--- config.mk ---
export PLATFORM = sky130hd
export DESIGN_NAME = truth_table_extractor
export DESIGN_NICKNAME = d
export VERILOG_FILES = /design/src/rtl/truth_table_extractor.sv
export SDC_FILE = /design/constraint.sdc
export NUM_CORES = 1
export LEC_CHECK = 0
export CORE_AREA = 2 2 105 107
export CTS_CLUSTER_DIAMETER = 80
export CTS_CLUSTER_SIZE = 16
export DETAILED_ROUTE_END_ITERATION = 8
export DIE_AREA = 0 0 107 109
export HOLD_SLACK_MARGIN = 0.05
export PLACE_DENSITY = 0.52
export SLEW_MARGIN = 20
export SYNTH_ARGS = -nofsm -noshare
export SYNTH_HDL_FRONTEND = slang
export SYNTH_SLANG_ARGS = --single-unit
--- constraint.sdc ---
create_clock -name clk -period 3.2 [get_ports clk]
set_input_delay 0.48 -clock clk [delete_from_list [all_inputs] [get_ports clk]]
set_output_delay 0.48 -clock clk [all_outputs]
set_load 0.02 [all_outputs]
--- src/rtl/truth_table_extractor.sv ---
// Sweeps all 8 rows of a 3-input combinational circuit, majority-votes the
// settled output of each row and assembles the 8-bit truth-table code.
module truth_table_extractor #(
  parameter int SETTLE_CYCLES = 4,
  parameter int SAMPLES       = 3
) (
  input  logic       clk,
  input  logic       rst_n,
  input  logic       start,
  input  logic [7:0] expected,
  output logic       drive_in1,
  output logic       drive_in2,
  output logic       drive_in3,
  input  logic       dut_out,
  output logic       busy,
  output logic       done,
  output logic [7:0] code,
  output logic       match,
  output logic       unstable
);

  typedef enum logic [2:0] {
    IDLE   = 3'd0,
    APPLY  = 3'd1,
    SETTLE = 3'd2,
    SAMPLE = 3'd3,
    STORE  = 3'd4,
    DONE   = 3'd5
  } state_t;

  localparam logic [7:0] SETTLE_LAST = 8'(SETTLE_CYCLES - 1);
  localparam logic [3:0] SAMPLE_LAST = 4'(SAMPLES - 1);
  localparam logic [3:0] HALF        = 4'(SAMPLES / 2);

  state_t     state, state_nxt;
  logic [2:0] row;
  logic [7:0] settle_cnt;
  logic [3:0] sample_cnt;
  logic [3:0] ones;
  logic       first;
  logic       differ;
  logic [7:0] expected_q;
  logic [7:0] code_store;

  function automatic logic majority(input logic [3:0] count);
    return count > HALF;
  endfunction

  always_ff @(posedge clk) begin
    if (!rst_n) state <= IDLE;
    else        state <= state_nxt;
  end

  always_comb begin
    state_nxt = state;
    case (state)
      IDLE:    if (start) state_nxt = APPLY;
      APPLY:   state_nxt = SETTLE;
      SETTLE:  if (settle_cnt == SETTLE_LAST) state_nxt = SAMPLE;
      SAMPLE:  if (sample_cnt == SAMPLE_LAST) state_nxt = STORE;
      STORE:   state_nxt = (row == 3'd7) ? DONE : APPLY;
      DONE:    state_nxt = IDLE;
      default: state_nxt = IDLE;
    endcase
  end

  // Row r lands in code[7-r]; for a 3-bit row, 7-r is simply ~r.
  always_comb begin
    code_store       = code;
    code_store[~row] = majority(ones);
  end

  always_ff @(posedge clk) begin
    if (!rst_n) begin
      drive_in1  <= 1'b0;
      drive_in2  <= 1'b0;
      drive_in3  <= 1'b0;
      busy       <= 1'b0;
      done       <= 1'b0;
      code       <= 8'h00;
      match      <= 1'b0;
      unstable   <= 1'b0;
      row        <= 3'd0;
      settle_cnt <= 8'd0;
      sample_cnt <= 4'd0;
      ones       <= 4'd0;
      first      <= 1'b0;
      differ     <= 1'b0;
      expected_q <= 8'h00;
    end else begin
      done <= 1'b0;
      case (state)
        IDLE: begin
          if (start) begin
            expected_q <= expected;
            code       <= 8'h00;
            match      <= 1'b0;
            unstable   <= 1'b0;
            row        <= 3'd0;
            busy       <= 1'b1;
          end
        end
        APPLY: begin
          {drive_in1, drive_in2, drive_in3} <= row;
          settle_cnt <= 8'd0;
        end
        SETTLE: begin
          settle_cnt <= settle_cnt + 8'd1;
          sample_cnt <= 4'd0;
          ones       <= 4'd0;
          differ     <= 1'b0;
        end
        SAMPLE: begin
          sample_cnt <= sample_cnt + 4'd1;
          ones       <= ones + {3'b000, dut_out};
          if (sample_cnt == 4'd0)    first  <= dut_out;
          else if (dut_out != first) differ <= 1'b1;
        end
        STORE: begin
          code <= code_store;
          if (differ) unstable <= 1'b1;
          // match is resolved from the complete code so it is valid alongside done
          if (row == 3'd7) begin
            match <= (code_store == expected_q);
            done  <= 1'b1;
            busy  <= 1'b0;
          end else begin
            row <= row + 3'd1;
          end
        end
        default: ;
      endcase
    end
  end

endmodule

Word level (Yosys, flattened, before mapping) --
Cells that the tools add are included.
Storage, ports and cells: output and inout port bits 15, logic and storage cells 84, flip-flop bits (word level) 47
Cells by class: eq/ne operators 17, muxes and demuxes 28, magnitude comparators 3, add/subtract/negate cells 4, reductions and logical operators 15, bitwise logic cells 1
Operators by type and width (number):
- one-hot mux 8 bit (2 select lines) | 2
- 2-to-1 mux 3 bit | 6
- inequality test 2 bit (second input constant) | 8
- one-hot mux 4 bit (2 select lines) | 2
- one-hot mux 3 bit (5 select lines) | 1
- AND reduction 3 bit | 5
- 2-to-1 mux 1 bit | 9
- adder 8 x 1 -> 8 bit (second input constant) | 1
- bitwise mux 8 bit | 1
- == test 8 x 2 -> 1 bit (second input constant) | 1
- == test 8 bit | 1
- 2-to-1 mux 8 bit | 1
- one-hot mux 1 bit (2 select lines) | 4
- AND reduction 2 bit | 4
- == test 3 x 2 -> 1 bit (second input constant) | 2
- == test 3 bit (second input constant) | 2
- one-hot mux 3 bit (2 select lines) | 1
- nonzero test 2 bit | 3
- adder 4 x 1 -> 4 bit | 1
- adder 4 x 1 -> 4 bit (second input constant) | 1
- == test 4 x 2 -> 1 bit (second input constant) | 1
- greater-than comparator 4 x 1 -> 1 bit (second input constant) | 1
- logical NOT 4 bit | 1
- < comparator 3 x 4 -> 1 bit (second input constant) | 1
- 8 further kinds | 8

Depth between registers and ports, before layout --
Gate-level depths: netlist of the first run.
depth in word-level cells 9, mapped depth 7

Worst setup path before layout of the first run --
OpenSTA, ideal clock, no wires.
path type register -> register, from register state[2], to register row[1], cell stages (with the launch flop) 8, library setup time 0.118 ns, arrival 1.461 ns, period minus slack after synthesis 1.580 ns, setup slack 1.620 ns, data required time 3.082 ns, cells stage by stage dfxtp_1 buf_6 or2_2 buf_6 nor3b_4 nor2_1 a22oi_1 nor2b_1
Between the ends: longest elaborated chain between the ends 3
Ends and longest elaborated chain:
- start: declaration | RTL line 35 | state_t state, state_nxt;
- start signal: assignment | RTL line 51 | else state <= state_nxt;
- == test 3 bit or logical NOT 3 bit (tied branches) | RTL line 92 | case (state)
- inequality test 2 bit (no line) or nonzero test 2 bit (tied branches)
- AND reduction 3 bit (no line)
- end signal: assignment | RTL line 128 | row <= row + 3'd1;
- end: declaration | RTL line 36 | logic [2:0] row;
Parallel ways exist; a longest one is shown, timed or not. A chain may end at the register's enable or synchronous reset.

Final worst setup path of the first run --
from register state[1], to register settle_cnt[7]
Between the ends: longest elaborated chain between the ends 2
Ends and longest elaborated chain:
- == test 3 x 2 -> 1 bit or == test 3 x 1 -> 1 bit (tied branches) | RTL line 92
- one-hot mux 8 bit (2 select lines) or nonzero test 2 bit (tied branches)
- end signal: assignment | RTL line 108 | settle_cnt <= settle_cnt + 8'd1;
- end: declaration | RTL line 37 | logic [7:0] settle_cnt;
Parallel ways exist; a longest one is shown, timed or not.

==> results by group, run 1 <==
Synthesis
  – Post-synth EDFFs: 0
  – Dominant synthesized flop cell: sky130_fd_sc_hd__dfxtp_1
  – Synth Warn #: 0
  – Number of nets produced by synthesis: 322
  – Share of synthesized flip-flops with an asynchronous set or reset: 0%
  – Synthesized area per cell: 8.54 sq um
  – Mapped Area: 2580 sq um
  – Number of different library cells in the post-synthesis netlist: 46
  – Number of register bits inferred by synthesis: 47
  – Share of synthesized area occupied by flip-flops and latches: 36.5%
  – Synth Instances: 302

Place
  – Post-placement worst setup slack: 733 ps
  – Port buffer count: 26
  – Final Wtd Congestion: 0.834
  – Placed wire-length estimate: 4.13 mm

Power and ir drop
  – Sw Share: 34.3%
  – Internal Pwr Total: 1.13 mW
  – Power, Total: 1.72 mW
  – Power density of the placed cells: 563 nW/um^2
  – Part of the power in the clock network: 30.7%
  – Peak supply drop: 194 uV
  – Leakage dissipation: 1.04 nW
  – Switching power total: 0.591 mW
  – Relative contribution of combinational cells to total power: 24.3%
  – Part of the power in registers: 44.9%

Worst setup path
  – Critical path class: flop to flop
  – Maximum fanout count along the critical path: 21
  – Sort of element at the end of the critical path: flop
  – CP required: 3410 ps
  – Reg2reg end: settle_cnt[7]$_SDFFE_PN0P_
  – Worst setup slack for register-to-register paths: 870 ps
  – Arr. time, crit path: 2540 ps
  – CP startpoint kind: flop
  – Start of the worst register-to-register path: state[1]$_SDFFE_PN0P_
  – Worst Reg2Reg Path Length in Cells: 5

Worst hold path
  – Hold-critical path endpoint: ones[0]$_SDFFE_PN0P_
  – Hold path startpoint: ones[0]$_SDFFE_PN0P_
  – Min-Delay Path Depth: 2
  – Hold Crit Class: flop to flop

Floorplanning
  – Die Span X: 107 microns
  – Area of the die: 11,700 sq um
  – Initial core utilization: 24.3%
  – Number of rows created at floorplan: 38
  – Count of pins on the block boundary: 27
  – Die Span Y: 109 microns
  – Floorplan core area: 10,600 sq um

Timing
  – Total negative slack: 0 ps
  – RSZ-0062 raised after global routing: false
  – Total setup violations reported at the end of the flow: 0
  – Highest attainable clock frequency: 0.429 GHz
  – Hold slack final: 475 ps
  – Final clock period utilization by the worst path: 72.9%
  – Worst slew margin: 32.8%
  – Worst slew pin tran: 1010 ps
  – Final critical-path setup slack: 868 ps
  – Layout Skew: 12.6 ps
  – Slew Limit Fails: 0
  – Hold Vio Cnt, Final: 0
  – Shortest period the worst path allows: 2330 ps

Layout
  – Top library cells by usage in the layout, fill and taps aside: 47 x sky130_fd_sc_hd__dfxtp_1, 38 x sky130_fd_sc_hd__nand2_1, 26 x sky130_fd_sc_hd__clkdlybuf4s50_1, 20 x sky130_fd_sc_hd__o21ai_0
  – Area occupied by multi-input gates: 1510 sq um
  – Fillcell total: 1,123
  – Share of final-layout standard cells stronger than drive strength 1: 5.66%
  – Diodes inserted: 0
  – Net count reported at finish: 337
  – Final Util: 28.9%
  – Commonest non-fill, non-tap cell in the layout: sky130_fd_sc_hd__dfxtp_1
  – Layout area overhead: 18.7%
  – Sequential cell area: 941 sq um

Clock network
  – Clock root buffer: sky130_fd_sc_hd__clkbuf_8
  – Skew-Pair Late Insertion Delay: 310 ps
  – Number of buffers inserted by hold repair at cts: 0
  – Clock transition at the register clock pins on the worst setup and hold paths after CTS: 90 ps
  – Post-CTS setup buffers: 0
  – Num Clock Sinks: 47
  – TritonCTS clock tree: yes
  – Level count of the clock H-tree: 2
  – Cts bufs inserted: 5
  – Largest buffer count on any clock path: 2
  – Resized cells post-CTS: 0

Route
  – Routed Antenna Nets: 0
  – Vias after detailed routing: 2,140
  – Final routed wire length divided by cell count: 13.3 microns
  – Number of vias per cell after detailed routing: 4.67
  – Aggregate routed wire length: 6.09 mm
  – Pre-antenna DRT Iters: 6
  – DRC marker count from the first detailed-route iteration: 113
  – Drc violations: 0

GRT
  – Overall overflow remaining after global route: 0
  – Number of global-route vias before repair: 1,975
  – Overall global routing resource usage: 10.6%
  – Maximum number of pins on one net before global-route repair: 45
  – Number of antenna violations at the first check in global routing: 0
  – Global-route wire length before repair: 9.89 mm

Run status
  – Result of the run: completed

Job
  – Max-cap check violation count: 0
## stage by stage
| step | cell area (sq um) | instances |
|---|---|---|
| floorplan | 2580 | 302 |
| global placement | 2930 | 450 |
| detailed placement | 2930 | 450 |
| CTS | 3060 | 458 |
| global route | 3060 | 458 |
| finish | 3060 | 458 |
## cells in the mapped netlist, types with 2 or more instances
master | number | area, sq um
sky130_fd_sc_hd__a21boi_0 | 18 | 135
sky130_fd_sc_hd__a21oi_1 | 9 | 45.0
sky130_fd_sc_hd__a22o_1 | 3 | 26.3
sky130_fd_sc_hd__a22oi_1 | 14 | 105
sky130_fd_sc_hd__a41oi_1 | 2 | 17.5
sky130_fd_sc_hd__and2_1 | 6 | 37.5
sky130_fd_sc_hd__and3_1 | 5 | 31.3
sky130_fd_sc_hd__and3b_1 | 3 | 26.3
sky130_fd_sc_hd__buf_1 | 2 | 7.51
sky130_fd_sc_hd__buf_2 | 5 | 25.0
sky130_fd_sc_hd__buf_6 | 3 | 33.8
sky130_fd_sc_hd__clkbuf_1 | 10 | 37.5
sky130_fd_sc_hd__dfxtp_1 | 47 | 941
sky130_fd_sc_hd__ha_1 | 8 | 100
sky130_fd_sc_hd__inv_1 | 6 | 22.5
sky130_fd_sc_hd__mux2i_1 | 12 | 120
sky130_fd_sc_hd__nand2_1 | 38 | 143
sky130_fd_sc_hd__nand2b_1 | 7 | 43.8
sky130_fd_sc_hd__nand3_1 | 8 | 40.0
sky130_fd_sc_hd__nand4_1 | 6 | 37.5
sky130_fd_sc_hd__nor2_1 | 12 | 45.0
sky130_fd_sc_hd__nor2b_1 | 18 | 113
sky130_fd_sc_hd__nor3_1 | 5 | 25.0
sky130_fd_sc_hd__nor3b_1 | 2 | 15.0
sky130_fd_sc_hd__nor3b_2 | 3 | 37.5
sky130_fd_sc_hd__nor4_1 | 2 | 12.5
sky130_fd_sc_hd__o21a_1 | 2 | 15.0
sky130_fd_sc_hd__o21ai_0 | 20 | 100
sky130_fd_sc_hd__o22ai_1 | 2 | 12.5
sky130_fd_sc_hd__o31ai_1 | 3 | 22.5
sky130_fd_sc_hd__xor2_1 | 6 | 52.6
## cell families after synthesis
group           count (synthesis)  synth area share (%)
flops                          47                  36.5
xor+xnor                        7                  2.38
mux                            15                  6.50
simple gates                  122                  26.0
fa+ha+maj                       8                  3.88
buf+inv                        26                  4.90
compound gates                 77                  19.8
## worst max-delay path by stage
stage                     startpoint                         end  slack [ps]  cells past startpoint
5_1_grt        state[1]$_SDFFE_PN0P_  settle_cnt[7]$_SDFFE_PN0P_         670                      5
4_1_cts        state[1]$_SDFFE_PN0P_  settle_cnt[7]$_SDFFE_PN0P_         890                      5
2_1_floorplan  state[2]$_SDFFE_PN0P_         row[1]$_SDFFE_PN0P_        1620                      7
6_report       state[1]$_SDFFE_PN0P_  settle_cnt[7]$_SDFFE_PN0P_         870                      5
3_3_place_gp                   start        code[2]$_SDFFE_PN0P_         740                      6
3_5_place_dp                   start        code[2]$_SDFFE_PN0P_         730                      6
## layout make-up
class,count,area share [%]
inverter,6,0.735
clock inverter,3,2.21
tap,140,5.72
multi-input combinational,229,49.4
clock buffer,5,2.25
timing repair buffer,28,8.99
sequential,47,30.7
## registers in the layout, summed over array words and instances (netlist names), 3 cells and up
signal	flops
row	3
code	8
state	3
sample_cnt	4
ones	4
settle_cnt	8
expected_q	8
## metal layers
metal	share of wire (%)	global-route usage (%)	up-vias
li1	-	-	1105
met1	48	12.8	993
met4	1.1	3.06	0
met3	3.2	2.09	8
met5	0	0	-
met2	47	19.0	34
## power by group through the flow
| stage | clock [mW] | combinational (mW) | sequential (mW) |
|---|---|---|---|
| floorplan | 0 | 0.416 | 0.692 |
| global placement | 0 | 0.422 | 0.785 |
| detailed placement | 0 | 0.423 | 0.787 |
| CTS | 0.543 | 0.427 | 0.773 |
| global route | 0.563 | 0.484 | 0.792 |
| finish | 0.529 | 0.420 | 0.775 |
## critical path, cell delays in order (launching register included)
cell	delay, ps
sky130_fd_sc_hd__dfxtp_1	790
sky130_fd_sc_hd__nand2b_1	430
sky130_fd_sc_hd__nor4_1	560
sky130_fd_sc_hd__nand3_1	160
sky130_fd_sc_hd__mux2i_1	140
sky130_fd_sc_hd__and2_1	150
(Power assumes the default switching activity.)
==> inputs of run 2 (changes only) <==
==> constraint.sdc (replaced) <==
create_clock -name clk -period 2.28 [get_ports clk]
set_input_delay 0.342 -clock clk [delete_from_list [all_inputs] [get_ports clk]]
set_output_delay 0.342 -clock clk [all_outputs]
set_load 0.02 [all_outputs]
==> run 2 against run 1 <==
Net effect: flip-flop and latch count did not move; clock-buffer cell count is 1 higher; total power is 43% higher; global-route usage is 0.16 points higher; first-iteration DRC count is 19% higher; utilization increased by 0.67 points; sequential share of layout area down 0.70 points; register-to-register slack worse by 430 ps; final area up 2.3%; final cell count grew 2.2%; critical path type unchanged; largest cell class unchanged; highest routed layer unchanged.
==> results by group, run 2 (synthesis results as in run 1) <==
Run status
  – Result of the run: completed (unchanged)

Power and ir drop
  – Power density of the placed cells: 785 nW/um^2 (was 563 nW/um^2)
  – Peak supply drop: 271 uV (was 194 uV)
  – Leakage dissipation: 1.09 nW (was 1.04 nW)

GRT
  – Number of antenna violations at the first check in global routing: 0 (unchanged)
  – Global-route wire length before repair: 9.90 mm (was 9.89 mm)
  – Number of global-route vias before repair: 1,917 (was 1,975)
  – Overall overflow remaining after global route: 0 (unchanged)
  – Most heavily used metal layer in global routing: met2 (unchanged)
  – Met1 Resource Use GR: 13.6% (was 12.8%)
  – Maximum number of pins on one net before global-route repair: 45 (unchanged)
  – Overall global routing resource usage: 10.7% (was 10.6%)
  – Met2 Use GR: 18.2% (was 19.0%)
  – Global-route track usage on met3: 3.05% (was 2.09%)

Clock network
  – Cts bufs inserted: 5 (unchanged)
  – Post-CTS setup buffers: 0 (unchanged)
  – Largest buffer count on any clock path: 2 (unchanged)
  – Skew-Pair Late Insertion Delay: 300 ps (was 310 ps)
  – Level count of the clock H-tree: 2 (unchanged)
  – Num Clock Sinks: 47 (unchanged)
  – TritonCTS clock tree: yes (unchanged)
  – Clock transition at the register clock pins on the worst setup and hold paths after CTS: 90 ps (about the same)
  – Resized cells post-CTS: 0 (unchanged)
  – Clock root buffer: sky130_fd_sc_hd__clkbuf_8 (unchanged)
  – Number of buffers inserted by hold repair at cts: 0 (unchanged)

Worst setup path
  – Crit path max-delay family: simple AND/OR/NAND/NOR gates (unchanged)
  – Logic depth of the worst path, buffers included: 6 (was 5)
  – Worst setup slack for register-to-register paths: 440 ps (was 870 ps)
  – Start of the worst register-to-register path: row[1]$_SDFFE_PN0P_ (was state[1]$_SDFFE_PN0P_)
  – Arr. time, crit path: 2060 ps (was 2540 ps)
  – Highest cell delay on the worst timing path: 540 ps (was 790 ps)
  – Most prevalent standard cell on the critical path: sky130_fd_sc_hd__ha_1
  – CP startpoint kind: flop (unchanged)
  – Critical path launch point: row[1]$_SDFFE_PN0P_ (was state[1]$_SDFFE_PN0P_)
  – Buffering stage count on the worst path with inverters included: 0 (unchanged)
  – Reg2reg end: match$_SDFFE_PN0P_ (was settle_cnt[7]$_SDFFE_PN0P_)
  – Critical path class: flop to flop (unchanged)
  – Maximum fanout count along the critical path: 9 (was 21)
  – Sort of element at the end of the critical path: flop (unchanged)
  – Critical-path cell list: ha_1 -> ha_1 -> and3_1 -> nor3b_1 -> nand4_1 -> o31ai_1 (was nand2b_1 -> nor4_1 -> nand3_1 -> mux2i_1 -> and2_1)
  – Critical path endpoint: match$_SDFFE_PN0P_ (was settle_cnt[7]$_SDFFE_PN0P_)
  – Worst Reg2Reg Path Length in Cells: 6 (was 5)
  – CP required: 2500 ps (was 3410 ps)
  – Cell type of the slowest stage on the worst timing path: sky130_fd_sc_hd__dfxtp_1 (unchanged)

Route
  – Routed Antenna Nets: 0 (unchanged)
  – Aggregate routed wire length: 6.06 mm (was 6.09 mm)
  – Drc violations: 0 (unchanged)
  – Vias after detailed routing: 2,153 (was 2,140)
  – Number of vias per cell after detailed routing: 4.60 (was 4.67)
  – Final routed wire length divided by cell count: 13.0 microns (was 13.3 microns)
  – DRC marker count from the first detailed-route iteration: 135 (was 113)
  – Pre-antenna DRT Iters: 4 (was 6)

Job
  – Max-cap check violation count: 0 (unchanged)

Place
  – Final Wtd Congestion: 0.861 (was 0.834)
  – Port buffer count: 26 (unchanged)
  – Placed wire-length estimate: 4.28 mm (was 4.13 mm)

Floorplanning
  – Floorplan core area: 10,600 sq um (unchanged)
  – Die Span X: 107 microns (unchanged)
  – Initial core utilization: 24.3% (unchanged)
  – Area of the die: 11,700 sq um (unchanged)
  – Count of pins on the block boundary: 27 (unchanged)
  – Number of rows created at floorplan: 38 (unchanged)
  – Die Span Y: 109 microns (unchanged)

Timing
  – Hold Vio Cnt, Final: 0 (unchanged)
  – Worst slew pin tran: 661 ps (was 1010 ps)
  – Shortest period the worst path allows: 1840 ps (was 2330 ps)
  – Total setup violations reported at the end of the flow: 0 (unchanged)
  – RSZ-0062 raised after global routing: false (unchanged)
  – Total negative slack: 0 ps (unchanged)
  – Final clock period utilization by the worst path: 80.6% (was 72.9%)
  – Highest attainable clock frequency: 0.544 GHz (was 0.429 GHz)
  – Worst slew margin: 55.8% (was 32.8%)
  – Hold slack final: 480 ps (was 475 ps)
  – Layout Skew: 7.63 ps (was 12.6 ps)
  – Slew Limit Fails: 0 (unchanged)

Layout
  – Fillcell total: 1,121 (was 1,123)
  – Share of final-layout standard cells stronger than drive strength 1: 8.23% (was 5.66%)
  – Top library cells by usage in the layout, fill and taps aside: 47 x sky130_fd_sc_hd__dfxtp_1, 38 x sky130_fd_sc_hd__nand2_1, 26 x sky130_fd_sc_hd__clkdlybuf4s50_1, 20 x sky130_fd_sc_hd__o21ai_0 (unchanged)
  – Layout area overhead: 21.5% (was 18.7%)
  – Net count reported at finish: 347 (was 337)
  – Commonest non-fill, non-tap cell in the layout: sky130_fd_sc_hd__dfxtp_1 (unchanged)
  – Diodes inserted: 0 (unchanged)
  – Largest registers: code: 8 flops, expected_q: 8 flops, settle_cnt: 8 flops (unchanged)

Worst hold path
  – Hold Crit Class: flop to flop (unchanged)
  – Hold path startpoint: ones[0]$_SDFFE_PN0P_ (unchanged)
-- run 2: cell types whose count changed in the layout (fill, tap and decap cells not counted) --
cell / previous run / this run
sky130_fd_sc_hd__buf_4: 2 / 12
sky130_fd_sc_hd__clkbuf_1: 0 / 1
sky130_fd_sc_hd__clkinvlp_4: 1 / 0
-- run 2: worst min-delay path by stage --
stage                                       to  slack (ps)  cells after the start
floorplan                  differ$_SDFFE_PN0P_         440                      2
global route        expected_q[6]$_SDFFE_PN0P_         500                      2
global placement          ones[0]$_SDFFE_PN0P_         460                      2
finish                    ones[0]$_SDFFE_PN0P_         480                      2
CTS                       ones[0]$_SDFFE_PN0P_         480                      2
detailed placement        ones[0]$_SDFFE_PN0P_         470                      2
-- run 2: worst reg2reg max path, cell delays in order, from the launching register on --
cell,delay (ps)
sky130_fd_sc_hd__dfxtp_1,540
sky130_fd_sc_hd__ha_1,230
sky130_fd_sc_hd__ha_1,210
sky130_fd_sc_hd__and3_1,240
sky130_fd_sc_hd__nor3b_1,200
sky130_fd_sc_hd__nand4_1,120
sky130_fd_sc_hd__o31ai_1,230
-- run 2: layer usage --
| layer | share of wire (%) | wire (microns) |
|---|---|---|
| met1 | 48 | 2910 |
| met5 | 0 | 0 |
| met2 | 46 | 2800 |
| met3 | 4.8 | 294 |
| met4 | 0.91 | 55 |
-- run 2: final cells by class --
type	count	area, sq um	share of cell area [%]
timing repair buffer	38	350	11.2
tap	140	175	5.59
clock inverter	2	60.1	1.92
sequential	47	941	30.0
inverter	6	22.5	0.719
multi-input combinational	229	1510	48.3
clock buffer	6	72.6	2.32
-- run 2: power by group --
| group | switching [mW] | internal (mW) | total (mW) |
|---|---|---|---|
| combinational | 0.426 | 0.294 | 0.719 |
| sequential | 0.114 | 0.901 | 1.02 |
| clock | 0.286 | 0.438 | 0.724 |
| total | 0.826 | 1.63 | 2.46 |
-- run 2: per-stage QoR --
stage	cell area [sq um]	util [%]	setup slack, ps	power, mW	cells
2_1_floorplan	2580	-	700	1.55	302
3_3_place_gp	3000	28.3	213	1.75	460
3_5_place_dp	3000	28.3	220	1.76	460
4_1_cts	3130	29.6	430	2.49	468
5_1_grt	3130	29.6	219	2.63	468
6_report	3130	29.6	443	2.46	468
